### src/rtl/shift_seq_ctrl_pkg.sv
// Shared constants, state encoding and request type for the shift sequencer.
package shift_seq_ctrl_pkg;

    localparam int WIDTH    = 8;
    localparam int AMT_W    = 5;
    localparam int MAX_STEP = 7;

    typedef enum logic [1:0] {
        IDLE  = 2'd0,
        SHIFT = 2'd1,
        DONE  = 2'd2
    } state_t;

    localparam logic ID_A = 1'b0;
    localparam logic ID_B = 1'b1;

    typedef struct packed {
        logic [WIDTH-1:0] data;
        logic [AMT_W-1:0] amt;
        logic             dir;
    } req_t;

    // Size of the next pass: whatever is left, capped at one pass of the shifter.
    function automatic logic [2:0] step_of(input logic [AMT_W-1:0] rem);
        return (rem > AMT_W'(MAX_STEP)) ? 3'(MAX_STEP) : rem[2:0];
    endfunction

endpackage

### src/rtl/shift_seq_ctrl_if.sv
// Requester A/B, result and status signals of the shift sequencer.
interface shift_seq_ctrl_if;
    import shift_seq_ctrl_pkg::*;

    logic             a_valid;
    logic             a_ready;
    logic [WIDTH-1:0] a_data;
    logic [AMT_W-1:0] a_amt;
    logic             a_dir;

    logic             b_valid;
    logic             b_ready;
    logic [WIDTH-1:0] b_data;
    logic [AMT_W-1:0] b_amt;
    logic             b_dir;

    logic             out_valid;
    logic             out_ready;
    logic [WIDTH-1:0] out_data;
    logic             out_id;
    logic             busy;

    // Requesters and consumer side.
    modport master (
        output a_valid, a_data, a_amt, a_dir,
        output b_valid, b_data, b_amt, b_dir,
        output out_ready,
        input  a_ready, b_ready, out_valid, out_data, out_id, busy
    );

    // Sequencer side.
    modport slave (
        input  a_valid, a_data, a_amt, a_dir,
        input  b_valid, b_data, b_amt, b_dir,
        input  out_ready,
        output a_ready, b_ready, out_valid, out_data, out_id, busy
    );

endinterface

### src/rtl/shift_pass_8.sv
// One 0-7 position logical shift pass. Left shift is a 3-stage log shifter;
// right shift reuses it by bit-reversing the operand before and after.
module shift_pass_8
    import shift_seq_ctrl_pkg::*;
(
    input  logic [WIDTH-1:0] data,
    input  logic [2:0]       step,
    input  logic             dir,
    output logic [WIDTH-1:0] result
);

    logic [WIDTH-1:0] rev_in;
    logic [WIDTH-1:0] rev_out;
    logic [WIDTH-1:0] fwd;
    logic [WIDTH-1:0] s1;
    logic [WIDTH-1:0] s2;
    logic [WIDTH-1:0] s3;

    for (genvar i = 0; i < WIDTH; i++) begin : g_rev
        assign rev_in[i]  = data[WIDTH-1-i];
        assign rev_out[i] = s3[WIDTH-1-i];
    end

    assign fwd    = dir ? rev_in : data;
    assign s1     = step[0] ? {fwd[WIDTH-2:0], 1'b0}   : fwd;
    assign s2     = step[1] ? {s1[WIDTH-3:0], 2'b00}   : s1;
    assign s3     = step[2] ? {s2[WIDTH-5:0], 4'b0000} : s2;
    assign result = dir ? rev_out : s3;

endmodule

### src/rtl/shift_seq_ctrl.sv
// Round-robin sequencer sharing one single-pass shifter between requesters A
// and B. Large amounts are applied as repeated passes of at most MAX_STEP.
module shift_seq_ctrl
    import shift_seq_ctrl_pkg::*;
(
    input  logic              clk,
    input  logic              rst_n,
    shift_seq_ctrl_if.slave   bus
);

    state_t           state;
    state_t           state_nxt;
    logic [WIDTH-1:0] acc;
    logic [AMT_W-1:0] rem;
    logic             dir_q;
    logic             id_q;
    logic             last_grant;

    logic             gnt_a;
    logic             gnt_b;
    logic             accept;
    req_t             req_sel;
    logic [2:0]       step;
    logic [AMT_W-1:0] rem_nxt;
    logic [WIDTH-1:0] acc_shift;

    // Arbitration: a lone valid wins, on contention the one not served last wins.
    always_comb begin
        gnt_a  = bus.a_valid && (!bus.b_valid || (last_grant == ID_B));
        gnt_b  = bus.b_valid && (!bus.a_valid || (last_grant == ID_A));
        accept = (state == IDLE) && (gnt_a || gnt_b);
        if (gnt_b) begin
            req_sel.data = bus.b_data;
            req_sel.amt  = bus.b_amt;
            req_sel.dir  = bus.b_dir;
        end else begin
            req_sel.data = bus.a_data;
            req_sel.amt  = bus.a_amt;
            req_sel.dir  = bus.a_dir;
        end
    end

    assign step    = step_of(rem);
    assign rem_nxt = rem - AMT_W'(step);

    shift_pass_8 u_pass (
        .data   (acc),
        .step   (step),
        .dir    (dir_q),
        .result (acc_shift)
    );

    // State register; reset drops any in-flight operation.
    always_ff @(posedge clk or negedge rst_n) begin
        if (!rst_n) state <= IDLE;
        else        state <= state_nxt;
    end

    // Next-state: zero amount skips SHIFT, last pass goes to DONE, DONE waits for consumer.
    always_comb begin
        state_nxt = state;
        unique case (state)
            IDLE: begin
                if (accept) state_nxt = (req_sel.amt == '0) ? DONE : SHIFT;
            end
            SHIFT: begin
                if (rem_nxt == '0) state_nxt = DONE;
            end
            DONE: begin
                if (bus.out_ready) state_nxt = IDLE;
            end
            default: state_nxt = IDLE;
        endcase
    end

    // Outputs: readies only in IDLE, result held straight from the registers.
    always_comb begin
        bus.a_ready   = (state == IDLE) && gnt_a;
        bus.b_ready   = (state == IDLE) && gnt_b;
        bus.out_valid = (state == DONE);
        bus.busy      = (state != IDLE);
        bus.out_data  = acc;
        bus.out_id    = id_q;
    end

    // Operand capture on accept, then one pass per SHIFT cycle.
    always_ff @(posedge clk or negedge rst_n) begin
        if (!rst_n) begin
            acc        <= '0;
            rem        <= '0;
            dir_q      <= 1'b0;
            id_q       <= ID_A;
            last_grant <= ID_B;
        end else if (accept) begin
            acc        <= req_sel.data;
            rem        <= req_sel.amt;
            dir_q      <= req_sel.dir;
            id_q       <= gnt_b ? ID_B : ID_A;
            last_grant <= gnt_b ? ID_B : ID_A;
        end else if (state == SHIFT) begin
            acc <= acc_shift;
            rem <= rem_nxt;
        end
    end

endmodule

### src/flat_wrapper.sv
// flat-port wrapper written by rule: the top's interface ports become plain ports
module shift_seq_ctrl_flat import shift_seq_ctrl_pkg::*;
  (clk, rst_n, bus_a_valid, bus_a_data, bus_a_amt, bus_a_dir, bus_b_valid, bus_b_data, bus_b_amt, bus_b_dir, bus_out_ready, bus_a_ready, bus_b_ready, bus_out_valid, bus_out_data, bus_out_id, bus_busy);
  shift_seq_ctrl_if bus_i ();
  input  logic clk;
  input  logic rst_n;
  input wire logic [$bits(bus_i.a_valid)-1:0] bus_a_valid;
  input wire logic [$bits(bus_i.a_data)-1:0] bus_a_data;
  input wire logic [$bits(bus_i.a_amt)-1:0] bus_a_amt;
  input wire logic [$bits(bus_i.a_dir)-1:0] bus_a_dir;
  input wire logic [$bits(bus_i.b_valid)-1:0] bus_b_valid;
  input wire logic [$bits(bus_i.b_data)-1:0] bus_b_data;
  input wire logic [$bits(bus_i.b_amt)-1:0] bus_b_amt;
  input wire logic [$bits(bus_i.b_dir)-1:0] bus_b_dir;
  input wire logic [$bits(bus_i.out_ready)-1:0] bus_out_ready;
  output wire logic [$bits(bus_i.a_ready)-1:0] bus_a_ready;
  output wire logic [$bits(bus_i.b_ready)-1:0] bus_b_ready;
  output wire logic [$bits(bus_i.out_valid)-1:0] bus_out_valid;
  output wire logic [$bits(bus_i.out_data)-1:0] bus_out_data;
  output wire logic [$bits(bus_i.out_id)-1:0] bus_out_id;
  output wire logic [$bits(bus_i.busy)-1:0] bus_busy;
  assign bus_i.a_valid = bus_a_valid;
  assign bus_i.a_data = bus_a_data;
  assign bus_i.a_amt = bus_a_amt;
  assign bus_i.a_dir = bus_a_dir;
  assign bus_i.b_valid = bus_b_valid;
  assign bus_i.b_data = bus_b_data;
  assign bus_i.b_amt = bus_b_amt;
  assign bus_i.b_dir = bus_b_dir;
  assign bus_i.out_ready = bus_out_ready;
  assign bus_a_ready = bus_i.a_ready;
  assign bus_b_ready = bus_i.b_ready;
  assign bus_out_valid = bus_i.out_valid;
  assign bus_out_data = bus_i.out_data;
  assign bus_out_id = bus_i.out_id;
  assign bus_busy = bus_i.busy;
  shift_seq_ctrl u_core (.clk(clk), .rst_n(rst_n), .bus(bus_i));
endmodule
### config.mk
export PLATFORM = sky130hd
export DESIGN_NAME = shift_seq_ctrl_flat
export DESIGN_NICKNAME = d
export VERILOG_FILES = /design/src/rtl/shift_seq_ctrl_pkg.sv /design/src/rtl/shift_seq_ctrl_if.sv /design/src/rtl/shift_pass_8.sv /design/src/rtl/shift_seq_ctrl.sv /design/src/flat_wrapper.sv
export SDC_FILE = /design/constraint.sdc
export NUM_CORES = 1
export LEC_CHECK = 0
export CORE_AREA = 2 2 47 93
export DETAILED_ROUTE_END_ITERATION = 8
export DIE_AREA = 0 0 49 95
export PLACE_DENSITY_LB_ADDON = 0.1
export SETUP_SLACK_MARGIN = 0.5
export SLEW_MARGIN = 20
export SYNTH_ARGS = -nofsm -noshare
export SYNTH_HDL_FRONTEND = slang
export SYNTH_HIERARCHICAL = 1
export SYNTH_SLANG_ARGS = --single-unit
### constraint.sdc
create_clock -name clk -period 3.2 [get_ports clk]
set_input_delay 0.64 -clock clk [delete_from_list [all_inputs] [get_ports clk]]
set_output_delay 0.64 -clock clk [all_outputs]
set_load 0.005 [all_outputs]
; Word-level counts from Yosys, hierarchy flattened
; Index checks and enable logic that the tools add are counted.
[totals]
regBits = 18
inputBits = 33
output_inout_bits = 13
word_cells = 47
[op_classes]
add_sub_neg = 1
n_lt_le_gt_ge = 1
n_eq_ne = 5
mux = 17
bitwise = 1
reduce_logical = 16
[op_table]
columns = cell, count
row1 = 2-to-1 mux 8 bit, 7
row2 = 2-to-1 mux 14 bit, 1
row3 = logical NOT 5 bit, 2
row4 = 2-to-1 mux 5 bit, 2
row5 = 2-to-1 mux 2 bit, 4
row6 = case mux 2 bit (3 select lines), 1
row7 = "> comparator 5 x 3 -> 1 bit, second input constant", 1
row8 = logical AND 1 bit, 5
row9 = subtractor 5 x 3 -> 5 bit, 1
row10 = "!= test 2 x 1 -> 1 bit, second input constant", 2
row11 = nonzero test 2 bit, 2
row12 = logical OR 1 bit, 3
row13 = 2-to-1 mux 3 bit, 1
row14 = AND reduction 3 bit, 1
row15 = "== test 2 x 1 -> 1 bit, second input constant", 1
row16 = "== test 2 bit, second input constant", 1
row17 = logical NOT 1 bit, 2
row18 = logical NOT 2 bit, 1
row19 = "!= test 2 bit, second input constant", 1
row20 = 2-to-1 mux 1 bit, 1
row21 = NOT 1 bit, 1

; Longest topological paths before layout
[logic_depth]
depth_word = 8
ltp_mapped = 9
mapped_depth_nobuf = 7

; Modules after synthesis
; Netlist, hierarchy kept.
[modules_own_cells]
columns = mod, instances, cells_per_inst, area_per_inst_um2
row1 = shift_seq_ctrl, 1, 127, 1108.6
row2 = shift_pass_8, 1, 76, 523.0

; Least setup slack after synthesis
; Ideal clock, no wire load.
[synth_timing]
path_kind = reg2reg
from = reg u_core.rem[3]
to = reg u_core.acc[0] (netlist: u_core/bus.out_data[0])
arrival_ps = 2279
required_time_ps = 3074
path_slack_ps = 795
path_stages_with_launch = 8
cell_sequence = dfrtp_1 -> clkbuf_1 -> or3_1 -> buf_6 -> mux4_2 -> a2111oi_2 -> a31oi_1 -> a221o_1
[synth_between]
elab_chain_len = 8
[synth_rtl]
columns = element, line
row1 = from (decl), shift_seq_ctrl.sv:14  ; logic [AMT_W-1:0] rem;
row2 = from (signal assigned), shift_seq_ctrl.sv:96  ; rem <= req_sel.amt;
row3 = from (signal assigned), shift_seq_ctrl.sv:102  ; rem <= rem_nxt;
row4 = > comparator 5 x 3 -> 1 bit, shift_seq_ctrl_pkg.sv:25  ; return (rem > AMT_W'(MAX_STEP)) ? 3'(MAX_STEP) : rem[2:0];
row5 = 2-to-1 mux 3 bit, shift_seq_ctrl_pkg.sv:25
row6 = via u_core.step[0], shift_seq_ctrl.sv:23  ; logic [2:0] step;
row7 = 2-to-1 mux 8 bit, shift_pass_8.sv:25  ; assign s1 = step[0] ? {fwd[WIDTH-2:0], 1'b0} : fwd;
row8 = 2-to-1 mux 8 bit, shift_pass_8.sv:26  ; assign s2 = step[1] ? {s1[WIDTH-3:0], 2'b00} : s1;
row9 = 2-to-1 mux 8 bit, shift_pass_8.sv:27  ; assign s3 = step[2] ? {s2[WIDTH-5:0], 4'b0000} : s2;
row10 = 2-to-1 mux 8 bit, shift_pass_8.sv:28  ; assign result = dir ? rev_out : s3;
row11 = via u_core.acc_shift[0], shift_seq_ctrl.sv:25  ; logic [WIDTH-1:0] acc_shift;
row12 = 2-to-1 mux 8 bit, shift_seq_ctrl.sv:100  ; end else if (state == SHIFT) begin
row13 = 2-to-1 mux 8 bit, shift_seq_ctrl.sv:94  ; end else if (accept) begin
row14 = to (signal assigned), shift_seq_ctrl.sv:95  ; acc <= req_sel.data;
row15 = to (signal assigned), shift_seq_ctrl.sv:101  ; acc <= acc_shift;
row16 = to (decl), shift_seq_ctrl.sv:13  ; logic [WIDTH-1:0] acc;
; The timed path passes the listed nets, and every way through them passes these cells. The select of a mux whose other input is x is not followed.
; A chain may end at the register's enable or synchronous reset.

; Final worst setup path
[layout_timing]
from = reg u_core.rem[3]
to = reg u_core.acc[7] (netlist: u_core/bus.out_data[7])
[layout_lines]
columns = element, line
row1 = > comparator 5 x 3 -> 1 bit, shift_seq_ctrl_pkg.sv:25
row2 = 2-to-1 mux 3 bit, shift_seq_ctrl_pkg.sv:25
row3 = via u_core.step[1], shift_seq_ctrl.sv:23
row4 = 2-to-1 mux 8 bit, shift_pass_8.sv:26
row5 = 2-to-1 mux 8 bit, shift_pass_8.sv:27
row6 = 2-to-1 mux 8 bit, shift_pass_8.sv:28
row7 = via u_core.acc_shift[7], shift_seq_ctrl.sv:25
row8 = 2-to-1 mux 8 bit, shift_seq_ctrl.sv:100
row9 = 2-to-1 mux 8 bit, shift_seq_ctrl.sv:94
; The timed path passes the listed nets, and every way through them passes these cells. The select of a mux whose other input is x is not followed.

==> results.json <==
{
  "status": "completed",
  "synth_fp_nets": 237,
  "synth_area_sq_mm": 0.00163,
  "root_buffer": "clkbuf_8",
  "synth_cells": 203,
  "wl_per_cell_um": 15.3,
  "grt.overflow.total": 0,
  "synth-simple-area-share": 0.223,
  "ios": 46,
  "setup_tns_ns": 0,
  "grt_pass1_wl_mm": 7.46,
  "grtUsageMet3": 0.0301,
  "synthMuxAreaShare": 0.140,
  "power.density_mw_per_mm2": 899,
  "synth-xor-area-share": 0.00537,
  "start_kind": "register",
  "finalHoldViolations": 0,
  "drt-initial-drc-count": 49,
  "slowest_stage": "or3_1",
  "drcViolationCount": 0,
  "htreeDepth": 1,
  "hold_path_class": "reg2reg",
  "synth_compound_area_frac": 0.281,
  "ys_ff_latch": 18,
  "dp_hpwl_mm": 3.45,
  "vias_per_cell": 5.80,
  "synth_top_family_by_area": "compound AO/OA/AOI/OAI gates",
  "yosysTopAreaCell": "dfrtp_1",
  "first_global_vias": 1634,
  "synth_edf_count": 0,
  "path_cells": "or3_1, mux4_2, a2111oi_2, o21ai_0, a221o_1",
  "cp.buffers_inverters": 0,
  "rows": 33,
  "n_antenna_cell": 0,
  "worst_path_largest_cell_delay_ns": 0.62,
  "numPortBuffers": 45,
  "clk_pin_slew_worst_paths_ns": 0.07,
  "avgSynthCellArea_sq_um": 8.04,
  "antenna_left": 0,
  "critPathCaptureType": "register",
  "placedInstanceArea_sq_mm": 0.00212,
  "yosys-top-cells-area": "dfrtp_1 26%, mux2i_1 9.8%, nand2_1 5.3%, a221o_1 4.9%, a21oi_1 4.6%",
  "synth_fa_ha_area_frac": 0.00767,
  "yosysUniqueCellTypes": 46,
  "drt-pass1-iter-count": 4,
  "num_vias": 1722,
  "numCtsBuffers": 3,
  "vdd_drop_max_mv": 0.517,
  "use_met1": 0.259,
  "place.gp.congestion": 0.855,
  "place_ws_ns": 0.472,
  "drt_wl_total_mm": 4.54,
  "fin_skew_ns": 0.00607,
  "setup_slack_ns": 0.725,
  "grt_max_degree": 20,
  "cts.sinks": 18,
  "nets": 280,
  "cellLeakagePower_nw": 0.909,
  "synth-main-ff-cell": "dfrtp_1",
  "path_class": "reg2reg",
  "synth_top_area_share": 0.261,
  "use_met2": 0.332,
  "fmax_ghz": 0.404,
  "crit_fanout": 14,
  "slew_headroom": 0.384,
  "finalCritPeriodShare": 0.774,
  "area_growth_pct": 32.9,
  "maxSlewViolCount": 0,
  "core_area_sq_mm": 0.00401,
  "die_w_um": 49,
  "fillers": 404,
  "ys_seq_area_frac": 0.277,
  "hold_ws_ns": 0.523,
  "layout_min_cycle_time_ns": 2.48,
  "cp.required_ns": 3.34,
  "synthArstFlopShare": 1.00,
  "insertion_delay_ns": 0.25,
  "gr-usage-all-layers": 0.203,
  "post-route-cell-area_sq_mm": 0.00217,
  "cp.arrival_ns": 2.61,
  "ctsLongestPathBuffers": 2,
  "dieHeight_um": 95,
  "yosys_warnings": 6,
  "die_area_sq_mm": 0.00466,
  "start_util": 0.407,
  "busiest_layer": "met2",
  "cts_tree": "done",
  "maxCapViolCount": 0,
  "grt_setup_unrepaired": "false",
  "drive_gt1_frac": 0.0939,
  "cpLargestDelayFamily": "compound AO/OA/AOI/OAI gates",
  "antenna_found_initial": 0,
  "worst_pin_slew_ns": 0.922,
  "total_power_mw": 1.95,
  "setup_viol": 0
}
flip-flops by register name, summed over array words and instances (netlist names):
register,flops
u_core/bus.out_data,8
u_core/rem,5
u_core/state,2
u_core/bus.out_id,1
u_core/dir_q,1
u_core/last_grant,1
cell usage in the layout (no fill, tap or decap), types with 2 or more instances in the layout:
cell type and count:
a21oi_1 15, a221o_1 8, a22oi_1 2, a31oi_1 2, buf_4 7, clkbuf_8 3, clkdlybuf4s50_1 43, dfrtp_1 17
inv_1 8, mux2_2 4, mux2i_1 16, nand2_1 23, nand2b_1 5, nand3_1 8, nand4_1 2, nor2_1 19
nor2b_1 2, nor3_1 6, o211ai_1 6, o21ai_0 9, o21ai_1 6, o22ai_1 2, or2_2 2, or3_1 4
or4_1 3
stage by stage:
stage	util	cells
2_1_floorplan	-	203
3_5_place_dp	0.530	293
5_1_grt	0.541	297
6_report	0.541	297
3_3_place_gp	0.530	293
4_1_cts	0.541	297
report_power, final:
group / total (mW) / internal (mW) / switching [mW]
Combinational: 1.28 / 0.620 / 0.665
Clock: 0.164 / 0.0883 / 0.0758
Sequential: 0.501 / 0.338 / 0.163
Total: 1.95 / 1.05 / 0.904
worst paths after layout:
kind | to | from | cells past startpoint | slack (ns)
min in group asynchronous | u_core/bus.out_data[1]$_DFFE_PN0P_ | rst_n | 1 | 0.87
setup reg to reg | u_core/bus.out_data[7]$_DFFE_PN0P_ | u_core/rem[3]$_DFFE_PN0P_ | 5 | 0.72
hold reg to reg | u_core/last_grant$_DFFE_PN1P_ | u_core/last_grant$_DFFE_PN1P_ | 2 | 0.52
setup / recovery | u_core/bus.out_data[7]$_DFFE_PN0P_ | u_core/rem[3]$_DFFE_PN0P_ | 5 | 0.72
max in group asynchronous | u_core/rem[1]$_DFFE_PN0P_ | rst_n | 1 | 1.81
hold / removal | u_core/last_grant$_DFFE_PN1P_ | u_core/last_grant$_DFFE_PN1P_ | 2 | 0.52
tightest hold or removal path: cells and delay by family, from the launching register on:
family | cells | cell delay, ns
DFF | 1 | 0.40
AOI/OAI and AO/OA | 1 | 0.07
and+or+nand+nor | 1 | 0.05
final cells by class:
type / count / area (sq um) / share of cell area
multi-input combinational: 163 / 1070 / 0.495
clock buffer: 4 / 45.0 / 0.0208
timing repair buffer: 52 / 504 / 0.233
sequential: 18 / 452 / 0.208
inverter: 8 / 30.0 / 0.0138
tap: 52 / 65.1 / 0.0300
logic make-up (layout without fill, tap and decap cells):
group / after synthesis / count (layout)
simple gates: 77 / 77
compound gates: 63 / 63
buf+inv: 22 / 64
mux: 21 / 21
flops: 18 / 18
fa+ha+maj: 1 / 1
xor+xnor: 1 / 1
what timing repair did:
| item | in CTS | in global routing |
|---|---|---|
| pin swaps | 0 | 1 |
| resized for setup | 1 | 1 |
| setup endpoints to repair | 1 | 2 |
| hold buffers | 0 | 0 |
| gates cloned | 0 | 0 |
| buffers inserted | 0 | 0 |
routing by layer:
layer / wire, um / vias up
met2: 2230 / 66
met5: 0 / -
met3: 244 / 12
li1: - / 844
met1: 1940 / 800
met4: 120 / 0
Yosys cell counts (all sizes together) (5+ instances only):
master,n
nor3,6
nand2,23
a21oi,15
nand2b,5
nor2,19
buf,7
nand3,8
o21ai,16
inv,8
a221o,8
dfrtp,17
o211ai,7
clkbuf,7
mux2i,16
Power figures use the tool's default switching activity.
